### config.mk
export PLATFORM = sky130hd
export DESIGN_NAME = uart_tx_flat
export DESIGN_NICKNAME = d
export VERILOG_FILES = /design/src/rtl/uart_pkg.sv /design/src/rtl/uart_tx_if.sv /design/src/rtl/uart_bit_timer.sv /design/src/rtl/uart_tx.sv /design/src/flat_wrapper.sv
export SDC_FILE = /design/constraint.sdc
export NUM_CORES = 1
export LEC_CHECK = 0
export CAP_MARGIN = 15
export CORE_MARGIN = 2
export CORE_UTILIZATION = 58
export DETAILED_ROUTE_END_ITERATION = 6
export GPL_ROUTABILITY_DRIVEN = 0
export GPL_TIMING_DRIVEN = 1
export PLACE_DENSITY = 0.94
export REMOVE_ABC_BUFFERS = 1
export SETUP_SLACK_MARGIN = 0.15
export SYNTH_ARGS = -nofsm -noshare
export SYNTH_HDL_FRONTEND = slang
export SYNTH_SLANG_ARGS = --single-unit
### constraint.sdc
create_clock -name Clk -period 3.6 [get_ports Clk]
set_clock_uncertainty 0.15 [all_clocks]
set_input_delay 0.72 -clock Clk [delete_from_list [all_inputs] [get_ports Clk]]
set_output_delay 0.72 -clock Clk [all_outputs]
set_load 0.02 [all_outputs]
### src/rtl/uart_pkg.sv
// uart_pkg: shared UART state encoding, word-length constants and timing default
package uart_pkg;
    typedef enum logic [1:0] {IDLE, START, DATA, STOP} uart_state_e;
    localparam logic [3:0] NBITS_6 = 4'd6;
    localparam logic [3:0] NBITS_7 = 4'd7;
    localparam logic [3:0] NBITS_8 = 4'd8;
    localparam int TICKS_PER_BIT = 4;
    // Anything other than 6 or 7 falls back to a full byte.
    function automatic logic [3:0] eff_nbits(input logic [3:0] n);
        return (n == NBITS_6 || n == NBITS_7) ? n : NBITS_8;
    endfunction
endpackage

### src/rtl/uart_tx_if.sv
// uart_tx_if: request, timing strobe and serial-line signals of the transmitter
interface uart_tx_if;
    logic       TxEn;
    logic       TxStart;
    logic [7:0] TxData;
    logic [3:0] NBits;
    logic       Tick;
    logic       Tx;
    logic       TxBusy;
    logic       TxDone;
    modport master(output TxEn, TxStart, TxData, NBits, Tick, input Tx, TxBusy, TxDone);
    modport slave(input TxEn, TxStart, TxData, NBits, Tick, output Tx, TxBusy, TxDone);
endinterface

### src/rtl/uart_bit_timer.sv
// uart_bit_timer: counts oversampling ticks and flags the tick that ends a bit
module uart_bit_timer #(
    parameter int TICKS_PER_BIT = uart_pkg::TICKS_PER_BIT
) (
    input  logic Clk,
    input  logic Rst_n,
    input  logic clear,
    input  logic tick,
    output logic bit_end
);
    localparam logic [3:0] LAST = 4'(TICKS_PER_BIT - 1);
    logic [3:0] count;
    assign bit_end = tick && !clear && count == LAST;
    always_ff @(posedge Clk or negedge Rst_n)
        if (!Rst_n)
            count <= '0;
        else if (clear || bit_end)
            count <= '0;
        else if (tick)
            count <= count + 4'd1;
endmodule

### src/rtl/uart_tx.sv
// uart_tx: serialises a 6/7/8-bit word as start, LSB-first data and stop bits
module uart_tx
    import uart_pkg::*;
#(
    parameter int TICKS_PER_BIT = uart_pkg::TICKS_PER_BIT,
    parameter int STOP_BITS     = 1
) (
    input logic      Clk,
    input logic      Rst_n,
    uart_tx_if.slave bus
);
    localparam logic [3:0] LAST_STOP = 4'(STOP_BITS - 1);
    uart_state_e state;
    logic [7:0]  shift;
    logic [3:0]  nbits;
    logic [3:0]  bit_idx;
    logic        bit_end;

    // Held clear while idle so a Tick coinciding with acceptance is not counted.
    uart_bit_timer #(.TICKS_PER_BIT(TICKS_PER_BIT)) timer (
        .Clk     (Clk),
        .Rst_n   (Rst_n),
        .clear   (state == IDLE),
        .tick    (bus.Tick),
        .bit_end (bit_end)
    );

    always_ff @(posedge Clk or negedge Rst_n)
        if (!Rst_n) begin
            state      <= IDLE;
            shift      <= '0;
            nbits      <= '0;
            bit_idx    <= '0;
            bus.Tx     <= 1'b1;
            bus.TxBusy <= 1'b0;
            bus.TxDone <= 1'b0;
        end else begin
            bus.TxDone <= 1'b0;
            case (state)
                IDLE: if (bus.TxStart && bus.TxEn) begin
                    state      <= START;
                    shift      <= bus.TxData;
                    nbits      <= eff_nbits(bus.NBits);
                    bit_idx    <= '0;
                    bus.Tx     <= 1'b0;
                    bus.TxBusy <= 1'b1;
                end
                START: if (bit_end) begin
                    state  <= DATA;
                    bus.Tx <= shift[0];
                end
                DATA: if (bit_end) begin
                    shift <= shift >> 1;
                    if (bit_idx == nbits - 4'd1) begin
                        state   <= STOP;
                        bit_idx <= '0;
                        bus.Tx  <= 1'b1;
                    end else begin
                        bit_idx <= bit_idx + 4'd1;
                        bus.Tx  <= shift[1];
                    end
                end
                STOP: if (bit_end) begin
                    if (bit_idx == LAST_STOP) begin
                        state      <= IDLE;
                        bus.TxBusy <= 1'b0;
                        bus.TxDone <= 1'b1;
                    end else
                        bit_idx <= bit_idx + 4'd1;
                end
                default: state <= IDLE;
            endcase
        end
endmodule

### src/flat_wrapper.sv
// flat-port wrapper written by rule: the top's interface ports become plain ports
module uart_tx_flat import uart_pkg::*;
#(
    parameter int TICKS_PER_BIT = uart_pkg::TICKS_PER_BIT,
    parameter int STOP_BITS     = 1
)
  (Clk, Rst_n, bus_TxEn, bus_TxStart, bus_TxData, bus_NBits, bus_Tick, bus_Tx, bus_TxBusy, bus_TxDone);
  uart_tx_if bus_i ();
  input logic Clk;
  input logic Rst_n;
  input wire logic [$bits(bus_i.TxEn)-1:0] bus_TxEn;
  input wire logic [$bits(bus_i.TxStart)-1:0] bus_TxStart;
  input wire logic [$bits(bus_i.TxData)-1:0] bus_TxData;
  input wire logic [$bits(bus_i.NBits)-1:0] bus_NBits;
  input wire logic [$bits(bus_i.Tick)-1:0] bus_Tick;
  output wire logic [$bits(bus_i.Tx)-1:0] bus_Tx;
  output wire logic [$bits(bus_i.TxBusy)-1:0] bus_TxBusy;
  output wire logic [$bits(bus_i.TxDone)-1:0] bus_TxDone;
  assign bus_i.TxEn = bus_TxEn;
  assign bus_i.TxStart = bus_TxStart;
  assign bus_i.TxData = bus_TxData;
  assign bus_i.NBits = bus_NBits;
  assign bus_i.Tick = bus_Tick;
  assign bus_Tx = bus_i.Tx;
  assign bus_TxBusy = bus_i.TxBusy;
  assign bus_TxDone = bus_i.TxDone;
  uart_tx #(.TICKS_PER_BIT(TICKS_PER_BIT), .STOP_BITS(STOP_BITS)) u_core (.Clk(Clk), .Rst_n(Rst_n), .bus(bus_i));
endmodule
Word level (Yosys, flattened, before mapping)
Cells that the tools add are included.
{"block": "op_classes", "n_mul": 0, "addsub": 3, "mux": 31, "div_mod_pow": 0, "shifts": 0, "eq_ne": 14, "n_reduce_logical": 19, "n_bitwise": 0, "magnitude_cmp": 0}
{"cell": "4-bit 2-to-1 mux", "n": 8}
{"cell": "8-bit 2-to-1 mux", "n": 2}
{"cell": "8-bit case mux with 2 select lines", "n": 1}
{"cell": "2-bit 2-to-1 mux", "n": 6}
{"cell": "4-bit case mux with 3 select lines", "n": 1}
{"cell": "1-bit 2-to-1 mux", "n": 10}
{"cell": "4-bit by 1-bit adder with 4-bit output, second input constant", "n": 2}
{"cell": "4-bit by 3-bit equality test with 1-bit output, second input constant", "n": 2}
{"cell": "2-bit != test, second input constant", "n": 4}
{"cell": "2-bit case mux with 4 select lines", "n": 1}
{"cell": "4-bit AND reduction", "n": 2}
{"cell": "2-bit by 1-bit != test with 1-bit output, second input constant", "n": 3}
{"cell": "6-bit AND reduction", "n": 1}
{"cell": "2-bit nonzero test", "n": 3}
{"cell": "3-bit nonzero test", "n": 2}
{"cell": "5-bit AND reduction", "n": 1}
{"cell": "2-bit equality test, second input constant", "n": 2}
{"cell": "4-bit by 2-bit equality test with 1-bit output, second input constant", "n": 1}
{"cell": "4-bit equality test", "n": 1}
{"cell": "4-bit logical NOT", "n": 1}
{"cell": "4-bit by 1-bit subtractor with 4-bit output, second input constant", "n": 1}
{"cell": "1-bit logical AND", "n": 3}
{"cell": "1-bit case mux with 3 select lines", "n": 1}
{"cell": "3-bit AND reduction", "n": 1}
{"cell": "other kinds (6)", "n": 7}
{"block": "word_totals", "inputBits": 17, "mem_bits_ro": 0, "latchBits": 0, "register_bits": 25, "n_memories": 0, "mem_bits_rw": 0, "output_inout_bits": 3}

Depth between registers and ports, before layout
Gate-level depths: netlist of run 1.
{"block": "depth", "ltp_word": 6, "ltp_mapped": 8, "ltp_nobuf": 7}

Hierarchy
From an unflattened synthesis of run 1, not the netlist that was laid out.
{"block": "unflattened", "cells_unflattened": 137, "hier_area_um2": 1402.6}
{"module": "uart_tx", "n_inst": 1, "seq_area_each_um2": 526.8, "cells_per_inst": 119, "area_per_inst_um2": 1194.9}
{"module": "uart_bit_timer", "n_inst": 1, "seq_area_each_um2": 100.1, "cells_per_inst": 18, "area_per_inst_um2": 207.7}

Worst setup path after synthesis of run 1
Ideal clock, no wire load.
{"block": "synth_timing", "kind": "reg-to-reg", "startpoint": "register u_core.state[0]", "endpoint": "register u_core.shift[0]", "slack_ns": 1.415, "stages_incl_launch_ff": 9, "arrival_ns": 1.910, "setup_time_ns": 0.125, "t_required_ns": 3.325, "cell_sequence": "dfrtp_1 > inv_1 > ha_1 > buf_6 > or3_4 > nor2_4 > mux2i_4 > nor2_8 > mux2_4"}
{"block": "synth_between", "elab_chain_cells": 6, "elab_cells_between_ends": 10, "classes_between": "eq/ne (3); mux (1); reduce/logical (6)"}
{"item": "start, declared", "line_no": "uart_tx.sv:13", "text": "uart_state_e state;"}
{"item": "start signal, assigned", "line_no": "uart_tx.sv:30", "text": "state <= IDLE;"}
{"item": "start signal, assigned", "line_no": "uart_tx.sv:41", "text": "state <= START;"}
{"item": "start signal, assigned", "line_no": "uart_tx.sv:49", "text": "state <= DATA;"}
{"item": "2-bit logical NOT", "line_no": "uart_tx.sv:23, uart_tx.sv:39"}
{"item": "1-bit logical NOT", "line_no": "uart_bit_timer.sv:13", "text": "assign bit_end = tick && !clear && count == LAST;"}
{"item": "1-bit logical AND (2 in series)", "line_no": "uart_bit_timer.sv:13"}
{"item": "2-bit != test (no source line)"}
{"item": "3-bit AND reduction (no source line)"}
{"item": "end signal, assigned", "line_no": "uart_tx.sv:42", "text": "shift <= bus.TxData;"}
{"item": "end signal, assigned", "line_no": "uart_tx.sv:53", "text": "shift <= shift >> 1;"}
{"item": "end, declared", "line_no": "uart_tx.sv:14", "text": "logic [7:0] shift;"}
Parallel ways exist; a longest one is shown, timed or not.
A chain may end at the register's enable or synchronous reset.

Worst setup path after layout of run 1
{"block": "layout_timing", "startpoint": "register u_core.state[0]", "endpoint": "register u_core.shift[2]"}
Same word-level chain as after synthesis.

==> run_summary.xml, run 1 <==
<?xml version="1.0" encoding="UTF-8"?>
<metrics>
  <group name="worst_setup_path">
    <metric name="reg2reg_setup_slack" unit="ns">1.17</metric>
    <metric name="critical_path.reg2reg.endpoint" unit="">u_core.shift[2]</metric>
    <metric name="end_kind" unit="">flip-flop</metric>
    <metric name="r2r_start" unit="">u_core.state[0]</metric>
    <metric name="critical_path_startpoint" unit="">u_core.state[0]</metric>
    <metric name="worstPathMaxFanout" unit="">9</metric>
    <metric name="criticalPathCategory" unit="">flip-flop to flip-flop</metric>
    <metric name="critical_path.endpoint" unit="">u_core.shift[2]</metric>
    <metric name="crit_path_start_kind" unit="">flip-flop</metric>
    <metric name="timing.reg2reg.worst_path_depth" unit="">7</metric>
    <metric name="worstPathRequired" unit="ns">3.67</metric>
    <metric name="critical_path_arrival" unit="ns">2.50</metric>
  </group>
  <group name="floorplan">
    <metric name="initial_utilization" unit="%">60.81</metric>
    <metric name="die_y" unit="µm">54.97</metric>
    <metric name="core_area" unit="µm²">2477</metric>
    <metric name="placement_rows" unit="">18</metric>
    <metric name="die_w" unit="µm">54.97</metric>
    <metric name="die-area" unit="µm²">3021</metric>
    <metric name="floorplan.io_pins" unit="">20</metric>
  </group>
  <group name="yosys">
    <metric name="combined_area_of_all_synthesized_cells" unit="µm²">1506</metric>
    <metric name="synth_enable_flop_cells" unit="">0</metric>
    <metric name="ys_async_sr_fraction" unit="%">100.0</metric>
    <metric name="netlist.top_cell.by_area" unit="">dfrtp_1</metric>
    <metric name="synth-seq-cells" unit="">25</metric>
    <metric name="synth_area_per_cell" unit="µm²">11.96</metric>
    <metric name="dominantRegCellSynth" unit="">dfrtp_1</metric>
    <metric name="post_synth_inst_count" unit="">126</metric>
    <metric name="synth_cell_types" unit="">44</metric>
    <metric name="yosysSeqAreaShare" unit="%">41.61</metric>
    <metric name="yosys_warn_count" unit="">0</metric>
    <metric name="ys_top_cells_by_area" unit="">dfrtp_1 40%, mux2_4 8.0%, ha_1 6.6%</metric>
    <metric name="synth.top_cell.area_share" unit="%">39.87</metric>
  </group>
  <group name="min_path">
    <metric name="worst_hold_path_type" unit="">flip-flop to flip-flop</metric>
  </group>
  <group name="clocking">
    <metric name="clkSlewWorstSetupHoldPaths" unit="ns">0.13</metric>
    <metric name="clk_root_buffer_cell" unit="">clkbuf_4</metric>
    <metric name="cts_repair_resize_count" unit="">0</metric>
    <metric name="htree_num_levels" unit="">1</metric>
    <metric name="numClockSinks" unit="">25</metric>
    <metric name="hold_buffers" unit="">0</metric>
    <metric name="source_to_sink_clock_delay_at_the_later_pin_of_the_worst_skew_pair" unit="ns">0.32</metric>
    <metric name="cts.repair_timing.setup_buffer_count" unit="">0</metric>
    <metric name="clockBufferDepth" unit="">2</metric>
    <metric name="numCtsBuffers" unit="">3</metric>
    <metric name="cts_tree" unit="">yes</metric>
  </group>
  <group name="pwr">
    <metric name="ir_drop" unit="mV">0.5129</metric>
    <metric name="leakagePower" unit="nW">0.7972</metric>
    <metric name="power.density_cell_area" unit="nW/µm²">810.4</metric>
  </group>
  <group name="finish">
    <metric name="fillCellCount" unit="">190</metric>
    <metric name="layout_cells_sized_above_1" unit="%">23.65</metric>
    <metric name="final_core_utilization" unit="%">71.06</metric>
    <metric name="syn_to_final_growth" unit="%">16.86</metric>
    <metric name="antenna_cells_inserted" unit="">0</metric>
    <metric name="finalNetCount" unit="">174</metric>
  </group>
  <group name="flow_run">
    <metric name="maxCapViolations" unit="">0</metric>
  </group>
  <group name="routing">
    <metric name="post-route-drc-count" unit="">0</metric>
    <metric name="wl_per_cell" unit="µm">14.91</metric>
    <metric name="post_drt_via_cell_ratio" unit="">5.708</metric>
    <metric name="drtPass1Iterations" unit="">4</metric>
    <metric name="detailroute.via_count" unit="">1016</metric>
    <metric name="antenna_violating_nets_post_route" unit="">0</metric>
    <metric name="dr.first_iter.drc_count" unit="">13</metric>
    <metric name="drt_wl_total" unit="µm">2654</metric>
  </group>
  <group name="global_route">
    <metric name="first_global_vias" unit="">1036</metric>
    <metric name="grt.overflow.total" unit="">0</metric>
    <metric name="grt_start_max_net_pins" unit="">26</metric>
    <metric name="antenna_found_initial" unit="">0</metric>
    <metric name="grt_pass1_wl" unit="µm">4429</metric>
    <metric name="global_route.usage.total" unit="%">21.03</metric>
  </group>
  <group name="placement">
    <metric name="setup_slack_placement" unit="ns">0.9772</metric>
    <metric name="port_buffers" unit="">19</metric>
    <metric name="detailed_place_hpwl" unit="µm">2047</metric>
  </group>
  <group name="timing">
    <metric name="finalMaxSlewViolations" unit="">0</metric>
    <metric name="setup_repair_after_global_routing_missed_its_margin" unit="">false</metric>
    <metric name="finalWorstSetupSlack" unit="ns">1.169</metric>
    <metric name="finalCritPeriodShare" unit="%">67.53</metric>
    <metric name="setup-tns-final" unit="ns">0</metric>
    <metric name="fin_hold_ws" unit="ns">0.3786</metric>
    <metric name="worst_pin_slew" unit="ns">0.6765</metric>
    <metric name="timing_hold_violations_final" unit="">0</metric>
    <metric name="max_clock_freq" unit="MHz">411.3</metric>
    <metric name="min_tclk_post_route" unit="ns">2.431</metric>
    <metric name="maxSlewHeadroom" unit="%">54.76</metric>
    <metric name="setup_violations" unit="">0</metric>
  </group>
  <group name="run_status">
    <metric name="outcome" unit="">complete, no violations</metric>
  </group>
</metrics>
layout by cell type (no fill, tap or decap), types with 4 or more instances in the layout:
master | netlist | routed
dfrtp_1 | 24 | 24
clkdlybuf4s50_1 | 0 | 19
inv_1 | 8 | 8
mux2_4 | 8 | 8
mux2_2 | 8 | 8
ha_1 | 8 | 8
nor2_1 | 5 | 5
xnor2_1 | 5 | 5
nor3_1 | 5 | 5
a21oi_1 | 4 | 4
through the flow:
step,total power [W],instance area (µm²),std cells
after detailed placement,0.001305,1719,173
final,0.001427,1760,178
after CTS,0.001435,1745,177
after floorplan,0.001138,1491,124
after global placement,0.001256,1719,173
after global routing,0.001531,1760,178
how the worst min path moves through the flow:
stage | startpoint | endpoint | slack (ns) | cells after the start
after global routing | u_core.shift[2] | u_core.shift[2] | 0.40 | 1
after floorplan | Rst_n | u_core.bit_idx[0] | 0.27 | 0
after CTS | u_core.shift[3] | u_core.shift[3] | 0.38 | 1
after detailed placement | u_core.shift[5] | u_core.shift[5] | 0.34 | 1
final | u_core.shift[3] | u_core.shift[3] | 0.38 | 1
after global placement | u_core.shift[2] | u_core.shift[2] | 0.34 | 1
cell type report:
type                            count  area (µm²)  share of cell area (%)
Sequential cell                    25       626.9                   35.61
Inverter                            8       30.03                   1.706
Tap cell                           30       37.54                   2.132
Multi-Input combinational cell     91       834.6                   47.41
Timing Repair Buffer               20       205.2                   11.66
Clock buffer                        4       26.28                   1.493
worst max-delay path, stage by stage, from the launching register on:
cell	delay, ns
dfrtp_1	0.44
inv_1	0.09
ha_1	0.34
or3_4	0.45
nor2_4	0.20
mux2i_4	0.12
nor2_8	0.22
mux2_4	0.32
synthesized netlist by cell type, types with 3 or more instances:
cell	count
o21ai_0	3
ha_1	8
nor2_1	5
a21o_1	3
xor2_1	3
a22o_1	3
mux2_2	8
nand2_1	3
o21ai_1	3
dfrtp_1	24
nor3_1	5
inv_1	8
a21oi_1	4
mux2_4	8
xnor2_1	5
state kept, by name (all words and copies together) (netlist names):
signal and cells:
u_core.state 2, u_core.nbits 4, u_core.bus.TxBusy 1, u_core.bit_idx 4
u_core.bus.Tx 1, u_core.bus.TxDone 1, u_core.shift 8, u_core.timer.count 4
power breakdown:
group	internal (W)	switching, W
combinational	0.000424	0.000405
sequential	0.000389	0.0000841
clock	0.0000434	0.0000815
logic make-up after synthesis:
family / Yosys count / share of synthesized area (%)
flip-flops: 25 / 41.61
XOR/XNOR: 8 / 4.651
AND/OR/NAND/NOR: 31 / 13.54
AO/OA/AOI/OAI: 24 / 13.04
multiplexers: 20 / 17.53
adder cells (fa/ha/maj): 8 / 6.645
buffers and inverters: 10 / 2.990
routing by layer:
| layer | wire length [µm] | vias up | part of all wire [%] | GRT usage [%] |
|---|---|---|---|---|
| met1 | 1170 | 489 | 44 | 24.91 |
| met5 | 0 | - | 0 | 0 |
| met4 | 57 | 0 | 2.1 | 10.16 |
| li1 | - | 493 | - | - |
| met3 | 100 | 5 | 3.8 | 2.419 |
| met2 | 1326 | 29 | 50 | 37.70 |
(Power assumes the default switching activity.)
==> run 2: changes to the inputs <==
--- a/config.mk
+++ b/config.mk
@@ -7,11 +7,11 @@
 export LEC_CHECK = 0
 export CAP_MARGIN = 15
 export CORE_MARGIN = 2
-export CORE_UTILIZATION = 58
+export CORE_UTILIZATION = 54
 export DETAILED_ROUTE_END_ITERATION = 6
 export GPL_ROUTABILITY_DRIVEN = 0
 export GPL_TIMING_DRIVEN = 1
-export PLACE_DENSITY = 0.94
+export PLACE_DENSITY = 0.89
 export REMOVE_ABC_BUFFERS = 1
 export SETUP_SLACK_MARGIN = 0.15
 export SYNTH_ARGS = -nofsm -noshare
==> constraint.sdc (replaced) <==
create_clock -name Clk -period 2.5 [get_ports Clk]
set_clock_uncertainty 0.15 [all_clocks]
set_input_delay 0.5 -clock Clk [delete_from_list [all_inputs] [get_ports Clk]]
set_output_delay 0.5 -clock Clk [all_outputs]
set_load 0.02 [all_outputs]
==> run 2 against run 1 <==
Sequential share of layout area decreased by 0.79 points. Design area grew 2.5%. Critical path depth unchanged. Sequential power increased by 45%. Clock power increased by 46%. Count of clock-buffer cells in the layout fell by 1. Critical path type unchanged. Highest routed layer unchanged.
==> run_summary.xml, run 2 (synthesized netlist as in run 1, its figures left out) <==
<?xml version="1.0" encoding="UTF-8"?>
<metrics>
  <group name="clocking">
    <metric name="cts_tree" unit="">yes</metric>
    <metric name="numClockSinks" unit="">25</metric>
    <metric name="hold_buffers" unit="">0</metric>
    <metric name="numCtsBuffers" unit="">3</metric>
    <metric name="clkSlewWorstSetupHoldPaths" unit="ns">0.14</metric>
    <metric name="htree_num_levels" unit="">1</metric>
    <metric name="clk_root_buffer_cell" unit="">clkbuf_4</metric>
    <metric name="source_to_sink_clock_delay_at_the_later_pin_of_the_worst_skew_pair" unit="ns">0.32</metric>
    <metric name="clockBufferDepth" unit="">2</metric>
  </group>
  <group name="run_status">
    <metric name="outcome" unit="">complete, no violations</metric>
  </group>
  <group name="finish">
    <metric name="largest_reg_by_ff_count" unit="">u_core.shift</metric>
    <metric name="most_common_library_cell_in_the_layout_ignoring_fill_and_taps" unit="">dfrtp_1</metric>
    <metric name="antenna_cells_inserted" unit="">0</metric>
    <metric name="layout_cells_sized_above_1" unit="%">27.92</metric>
    <metric name="largest_reg_flops" unit="">8</metric>
    <metric name="final_core_utilization" unit="%">66.57</metric>
    <metric name="fillCellCount" unit="">217</metric>
    <metric name="mostFrequentLayoutCells" unit="">23 x dfrtp_1, 19 x clkdlybuf4s50_1</metric>
    <metric name="postLayoutCellArea" unit="µm²">1804</metric>
    <metric name="fin_cells" unit="">185</metric>
    <metric name="finalNetCount" unit="">180</metric>
    <metric name="syn_to_final_growth" unit="%">19.77</metric>
  </group>
  <group name="placement">
    <metric name="port_buffers" unit="">19</metric>
    <metric name="setup_slack_placement" unit="ns">0.2224</metric>
    <metric name="place.detailed.instances" unit="">179</metric>
    <metric name="placed_cell_area" unit="µm²">1758</metric>
    <metric name="detailed_place_hpwl" unit="µm">2252</metric>
  </group>
  <group name="routing">
    <metric name="dr.first_iter.drc_count" unit="">25</metric>
    <metric name="wl_per_cell" unit="µm">15.25</metric>
    <metric name="drtPass1Iterations" unit="">4</metric>
    <metric name="detailroute.via_count" unit="">1040</metric>
    <metric name="post-route-drc-count" unit="">0</metric>
    <metric name="drt_wl_total" unit="µm">2822</metric>
    <metric name="antenna_violating_nets_post_route" unit="">0</metric>
    <metric name="post_drt_via_cell_ratio" unit="">5.622</metric>
  </group>
  <group name="floorplan">
    <metric name="initial_utilization" unit="%">55.59</metric>
    <metric name="placement_rows" unit="">19</metric>
    <metric name="die-area" unit="µm²">3228</metric>
    <metric name="die_y" unit="µm">56.82</metric>
    <metric name="core_area" unit="µm²">2710</metric>
    <metric name="floorplan.io_pins" unit="">20</metric>
    <metric name="die_w" unit="µm">56.82</metric>
  </group>
  <group name="pwr">
    <metric name="power.density_cell_area" unit="nW/µm²">1166</metric>
    <metric name="ir_drop" unit="mV">0.7421</metric>
    <metric name="leakagePower" unit="nW">0.8221</metric>
  </group>
  <group name="timing">
    <metric name="worst_pin_slew" unit="ns">0.4186</metric>
    <metric name="setup_repair_after_global_routing_missed_its_margin" unit="">false</metric>
    <metric name="finalMaxSlewViolations" unit="">0</metric>
    <metric name="min_tclk_post_route" unit="ns">2.272</metric>
    <metric name="setup_violations" unit="">0</metric>
    <metric name="timing_hold_violations_final" unit="">0</metric>
    <metric name="maxSlewHeadroom" unit="%">71.88</metric>
    <metric name="max_clock_freq" unit="MHz">440.2</metric>
    <metric name="finalWorstSetupSlack" unit="ns">0.2283</metric>
    <metric name="finalCritPeriodShare" unit="%">90.87</metric>
    <metric name="setup-tns-final" unit="ns">0</metric>
  </group>
  <group name="global_route">
    <metric name="first_global_vias" unit="">1093</metric>
    <metric name="grt.met2_usage" unit="%">36.38</metric>
    <metric name="grt_start_max_net_pins" unit="">26</metric>
    <metric name="grt_most_used_layer" unit="">met2</metric>
    <metric name="met3_resource_use_gr" unit="%">2.304</metric>
    <metric name="global_route.usage.total" unit="%">19.55</metric>
    <metric name="grt.overflow.total" unit="">0</metric>
    <metric name="globalRouteMet1Util" unit="%">21.84</metric>
    <metric name="grt_pass1_wl" unit="µm">4836</metric>
    <metric name="antenna_found_initial" unit="">0</metric>
  </group>
  <group name="worst_setup_path">
    <metric name="crit_path_cell_trace" unit="">inv_1, ha_1, xor2_1, nand2_1, or3_1, a21oi_2, mux2_1</metric>
    <metric name="worstPathRequired" unit="ns">2.57</metric>
    <metric name="crit_path_start_kind" unit="">flip-flop</metric>
    <metric name="worstPathMaxFanout" unit="">4</metric>
    <metric name="end_kind" unit="">flip-flop</metric>
    <metric name="critical_path_arrival" unit="ns">2.34</metric>
    <metric name="critical_path.max_stage_delay" unit="ns">0.43</metric>
    <metric name="slowest_stage" unit="">dfrtp_2</metric>
    <metric name="criticalPathCategory" unit="">flip-flop to flip-flop</metric>
  </group>
  <group name="flow_run">
    <metric name="maxCapViolations" unit="">0</metric>
  </group>
  <group name="min_path">
    <metric name="worst_hold_path_type" unit="">input pin to asynchronous set/reset pin</metric>
  </group>
</metrics>
## run 2: changes by cell type in the layout (fill, tap and decap cells not counted)
cell        previous run  this run
dfrtp_2                0         1
clkinvlp_4             0         1
clkbuf_1               1         0
buf_4                  0         7
buf_8                  1         0
dfrtp_1               24        23
## run 2: power by group
group / total, W / switching (W) / internal, W
clock: 0.000183 / 0.000122 / 0.0000611
sequential: 0.000684 / 0.000123 / 0.000561
combinational: 0.00124 / 0.000594 / 0.000643
total: 0.00210 / 0.000839 / 0.00127
## run 2: what timing repair did
action                                  4_1_cts  5_1_grt
endpoints found under the setup margin        0        1
buffers inserted                              0        2
resized for setup                             0        1
## run 2: layout make-up
cell class | count | area [µm²] | area share [%]
clock buffer | 3 | 22.52 | 1.248
inverter | 8 | 30.03 | 1.664
tap | 31 | 38.79 | 2.150
timing repair buffer | 26 | 242.7 | 13.45
multi-input combinational | 91 | 834.6 | 46.26
sequential | 25 | 628.1 | 34.81
clock inverter | 1 | 7.507 | 0.4161
## run 2: worst max-delay path, delay by kind of cell, from the launching register on
family                   cells  cell delay [ns]
AND/OR/NAND/NOR              2             0.54
AO/OA/AOI/OAI                1             0.18
buffers and inverters        1             0.06
adder cells (fa/ha/maj)      1             0.31
XOR/XNOR                     1             0.17
multiplexers                 1             0.34
flip-flops                   1             0.43
## run 2: per-stage QoR
stage	hold WS, ns	total power, W
final	0.3725	0.002104
after CTS	0.3810	0.002110
after global placement	0.3418	0.001839
after global routing	0.3970	0.002260
after floorplan	0.05441	0.001639
after detailed placement	0.3493	0.001920
## run 2: final timing paths
kind                            startpoint  cells past startpoint                end  slack, ns
setup / recovery           u_core.nbits[0]                      7    u_core.state[1]       0.23
hold / removal                       Rst_n                      2  u_core.bit_idx[1]       0.37
setup reg to reg           u_core.nbits[0]                      7    u_core.state[1]       0.23
hold reg to reg            u_core.shift[4]                      1    u_core.shift[4]       0.38
max in group asynchronous            Rst_n                      2      u_core.bus.Tx       1.54
min in group Clk           u_core.shift[4]                      1    u_core.shift[4]       0.38
## run 2: per-layer routing
metal / vias up / share of wire, % / wire length, µm
met5: - / 0 / 0
met4: 0 / 3.3 / 94
met3: 9 / 3.0 / 84
met2: 21 / 52 / 1468
met1: 503 / 42 / 1175
li1: 507 / - / -
==> run 3: changes to the inputs <==
--- a/config.mk
+++ b/config.mk
@@ -7,13 +7,14 @@
 export LEC_CHECK = 0
 export CAP_MARGIN = 15
 export CORE_MARGIN = 2
-export CORE_UTILIZATION = 54
+export CORE_UTILIZATION = 48
 export DETAILED_ROUTE_END_ITERATION = 6
 export GPL_ROUTABILITY_DRIVEN = 0
 export GPL_TIMING_DRIVEN = 1
-export PLACE_DENSITY = 0.89
+export PLACE_DENSITY = 0.85
 export REMOVE_ABC_BUFFERS = 1
 export SETUP_SLACK_MARGIN = 0.15
 export SYNTH_ARGS = -nofsm -noshare
 export SYNTH_HDL_FRONTEND = slang
+export SYNTH_HIERARCHICAL = 1
 export SYNTH_SLANG_ARGS = --single-unit
==> constraint.sdc (replaced) <==
create_clock -name Clk -period 1.9 [get_ports Clk]
set_clock_uncertainty 0.15 [all_clocks]
set_input_delay 0.38 -clock Clk [delete_from_list [all_inputs] [get_ports Clk]]
set_output_delay 0.38 -clock Clk [all_outputs]
set_load 0.02 [all_outputs]
==> run 3 against run 2 <==
The flow now finishes with violations (setup timing). Global-route usage is 11 points higher. Non-clock buffer count up 42. Via count increased by 47%. Synthesized area shrank 6.9%. Combinational power increased to 2.7 times the previous value. Flip-flop and latch count did not move. First-iteration DRC count grew to 3.4 times the previous value. Largest cell class unchanged.
==> run_summary.xml, run 3 <==
<?xml version="1.0" encoding="UTF-8"?>
<metrics>
  <group name="run_status">
    <metric name="outcome" unit="">complete, but fails checks</metric>
    <metric name="violations" unit="">setup timing</metric>
  </group>
  <group name="routing">
    <metric name="dr.first_iter.drc_count" unit="">84</metric>
    <metric name="post-route-drc-count" unit="">0</metric>
    <metric name="antenna_violating_nets_post_route" unit="">0</metric>
    <metric name="post_drt_via_cell_ratio" unit="">6.496</metric>
    <metric name="wl_per_cell" unit="µm">25.09</metric>
    <metric name="drtPass1Iterations" unit="">4</metric>
    <metric name="drt_wl_total" unit="µm">5922</metric>
    <metric name="detailroute.via_count" unit="">1533</metric>
  </group>
  <group name="yosys">
    <metric name="dominant_combinational_cell_family_by_area_after_synthesis" unit="">compound AO/OA/AOI/OAI gates</metric>
    <metric name="synth-adder-area-share" unit="%">8.029</metric>
    <metric name="synthXorXnorAreaFrac" unit="%">5.620</metric>
    <metric name="dominantRegCellSynth" unit="">dfrtp_1</metric>
    <metric name="synth_cell_types" unit="">39</metric>
    <metric name="synth_compound_area_share" unit="%">17.57</metric>
    <metric name="yosys_warn_count" unit="">6</metric>
    <metric name="synth-simple-area-share" unit="%">13.38</metric>
    <metric name="netlist.top_cell.by_area" unit="">dfrtp_1</metric>
    <metric name="synth.top_cell.area_share" unit="%">42.82</metric>
    <metric name="combined_area_of_all_synthesized_cells" unit="µm²">1403</metric>
    <metric name="synth.area.mux_share" unit="%">7.226</metric>
    <metric name="synth_area_per_cell" unit="µm²">10.24</metric>
    <metric name="synth-seq-cells" unit="">25</metric>
    <metric name="leading_cell_types_by_count_after_synthesis" unit="">24 x dfrtp_1, 14 x nor2_1</metric>
    <metric name="ys_top_cells_by_area" unit="">dfrtp_1 43%, ha_1 8.0%, mux2i_1 6.4%</metric>
    <metric name="ys_async_sr_fraction" unit="%">100.0</metric>
    <metric name="yosys.cell_count.top_type" unit="">dfrtp_1</metric>
    <metric name="yosysSeqAreaShare" unit="%">44.69</metric>
    <metric name="synth_enable_flop_cells" unit="">0</metric>
    <metric name="post_synth_inst_count" unit="">137</metric>
  </group>
  <group name="pwr">
    <metric name="ir_drop" unit="mV">1.425</metric>
    <metric name="total_power" unit="W">0.004557</metric>
    <metric name="seq_power_share" unit="%">21.5</metric>
    <metric name="internal_power" unit="W">0.002462</metric>
    <metric name="clkPwrFrac" unit="%">5.6</metric>
    <metric name="switch_share" unit="%">45.97</metric>
    <metric name="leakagePower" unit="nW">1.010</metric>
    <metric name="power.combinational.fraction" unit="%">72.9</metric>
    <metric name="power.density_cell_area" unit="nW/µm²">1968</metric>
    <metric name="p_sw" unit="W">0.002095</metric>
  </group>
  <group name="clocking">
    <metric name="clockBufferDepth" unit="">2</metric>
    <metric name="clk_root_buffer_cell" unit="">clkbuf_4</metric>
    <metric name="cts_tree" unit="">yes</metric>
    <metric name="htree_num_levels" unit="">1</metric>
    <metric name="source_to_sink_clock_delay_at_the_later_pin_of_the_worst_skew_pair" unit="ns">0.33</metric>
    <metric name="hold_buffers" unit="">0</metric>
    <metric name="clkSlewWorstSetupHoldPaths" unit="ns">0.16</metric>
    <metric name="numClockSinks" unit="">25</metric>
    <metric name="numCtsBuffers" unit="">3</metric>
  </group>
  <group name="timing">
    <metric name="max_clock_freq" unit="MHz">441.7</metric>
    <metric name="finalMaxSlewViolations" unit="">0</metric>
    <metric name="setup_violations" unit="">15</metric>
    <metric name="maxSlewHeadroom" unit="%">77.63</metric>
    <metric name="worst_pin_slew" unit="ns">0.3263</metric>
    <metric name="setup_repair_after_global_routing_missed_its_margin" unit="">true</metric>
    <metric name="timing_hold_violations_final" unit="">0</metric>
    <metric name="finalWorstSetupSlack" unit="ns">-0.3639</metric>
    <metric name="finalCritPeriodShare" unit="%">119.2</metric>
    <metric name="min_tclk_post_route" unit="ns">2.264</metric>
    <metric name="setup-tns-final" unit="ns">-4.113</metric>
  </group>
  <group name="worst_setup_path">
    <metric name="worstPathMaxFanout" unit="">5</metric>
    <metric name="crit_path_cell_trace" unit="">inv_2, ha_4, buf_4, buf_6, a21boi_4, o21bai_4, a21o_1, a21oi_4, buf_6, buf_6, o32a_1</metric>
    <metric name="slowest_stage" unit="">dfrtp_1</metric>
    <metric name="crit_path_start_kind" unit="">flip-flop</metric>
    <metric name="critical_path.max_stage_delay" unit="ns">0.44</metric>
    <metric name="critical_path_arrival" unit="ns">2.36</metric>
    <metric name="path_common_cell" unit="">buf_6</metric>
    <metric name="criticalPathCategory" unit="">flip-flop to flip-flop</metric>
    <metric name="worstPathRequired" unit="ns">1.99</metric>
    <metric name="timing.reg2reg.worst_path_depth" unit="">11</metric>
    <metric name="end_kind" unit="">flip-flop</metric>
  </group>
  <group name="global_route">
    <metric name="first_global_vias" unit="">1566</metric>
    <metric name="grt_pass1_wl" unit="µm">7652</metric>
    <metric name="grt_start_max_net_pins" unit="">26</metric>
    <metric name="global_route.usage.total" unit="%">30.38</metric>
    <metric name="antenna_found_initial" unit="">0</metric>
    <metric name="grt.overflow.total" unit="">0</metric>
  </group>
  <group name="floorplan">
    <metric name="placement_rows" unit="">19</metric>
    <metric name="die_w" unit="µm">58.06</metric>
    <metric name="die_y" unit="µm">58.06</metric>
    <metric name="floorplan.io_pins" unit="">20</metric>
    <metric name="die-area" unit="µm²">3370</metric>
    <metric name="initial_utilization" unit="%">50.86</metric>
    <metric name="core_area" unit="µm²">2758</metric>
  </group>
  <group name="placement">
    <metric name="port_buffers" unit="">19</metric>
    <metric name="setup_slack_placement" unit="ns">-0.5316</metric>
    <metric name="detailed_place_hpwl" unit="µm">2498</metric>
    <metric name="placed_cell_area" unit="µm²">1894</metric>
  </group>
  <group name="finish">
    <metric name="postLayoutCellArea" unit="µm²">2316</metric>
    <metric name="largest_reg_flops" unit="">8</metric>
    <metric name="antenna_cells_inserted" unit="">0</metric>
    <metric name="mostFrequentLayoutCells" unit="">40 x buf_4, 24 x dfrtp_1, 15 x clkdlybuf4s50_1</metric>
    <metric name="fillCellCount" unit="">117</metric>
    <metric name="most_common_library_cell_in_the_layout_ignoring_fill_and_taps" unit="">buf_4</metric>
    <metric name="largest_reg_by_ff_count" unit="">u_core/shift</metric>
    <metric name="finalNetCount" unit="">232</metric>
    <metric name="syn_to_final_growth" unit="%">65.12</metric>
    <metric name="layout_cells_sized_above_1" unit="%">49.76</metric>
  </group>
  <group name="flow_run">
    <metric name="maxCapViolations" unit="">0</metric>
  </group>
  <group name="min_path">
    <metric name="worst_hold_path_type" unit="">input pin to asynchronous set/reset pin</metric>
  </group>
</metrics>
[run 3: per-layer routing]
layer / up-vias / track usage (%) / part of all wire, % / wire length, µm
met1: 737 / 37.04 / 35 / 2045
met4: 0 / 9.967 / 8.0 / 472
met2: 121 / 54.87 / 50 / 2952
li1: 623 / - / - / -
met3: 52 / 4.241 / 7.6 / 452
met5: - / 0 / 0 / 0
[run 3: final timing paths]
path                                       from                end  slack [ns]
worst max-delay path            u_core/state[1]    u_core/state[0]       -0.36
worst min-delay path                      Rst_n  u_core/bus.TxBusy        0.24
worst max register to register  u_core/state[1]    u_core/state[0]       -0.36
worst min register to register    u_core/bus.Tx      u_core/bus.Tx        0.41
max in group asynchronous                 Rst_n      u_core/bus.Tx        1.06
min in group Clk                  u_core/bus.Tx      u_core/bus.Tx        0.41
[run 3: worst max-delay path: cells and delay by family (launching register included)]
family | cells | cell delay (ns)
buf+inv | 5 | 0.55
fa+ha+maj | 1 | 0.16
flops | 1 | 0.44
compound gates | 5 | 0.87
[run 3: cell families after synthesis]
logic type                 after synthesis
and+or+nand+nor                         37
DFF                                     25
xor gates and xnor gates                 9
AOI/OAI and AO/OA                       34
buffers and inverters                   13
adders and majority gates                9
muxes                                   10
[run 3: cell type report]
cell class / count / area [µm²] / share of cell area, %
tap: 31 / 38.79 / 1.675
sequential: 25 / 626.9 / 27.07
multi-input combinational: 99 / 994.7 / 42.95
timing repair buffer: 68 / 591.8 / 25.55
clock inverter: 1 / 7.507 / 0.3241
clock buffer: 3 / 22.52 / 0.9724
inverter: 9 / 33.78 / 1.459
[run 3: repair_timing]
item                       4_1_cts  5_1_grt
resized for setup               35       50
pin swaps                        6        6
setup endpoints to repair       19       18
buffers inserted                 4        7
cloned                           0        1
[run 3: power by group through the flow]
stage               Combinational, W  Sequential [W]  Clock, W
finish                       0.00332        0.000980  0.000254
global placement             0.00184        0.000884         0
CTS                          0.00240        0.000899  0.000248
global route                 0.00342        0.000992  0.000266
detailed placement           0.00194        0.000903         0
floorplan                    0.00105        0.000921         0
[run 3: per-stage QoR]
step,hold WS (ns),cells,utilization [%]
after floorplan,-0.06559,133,-
after global placement,0.3555,220,68.69
after detailed placement,0.3673,220,68.69
after CTS,0.2686,228,75.82
after global routing,0.2861,236,83.98
final,0.2353,236,83.98
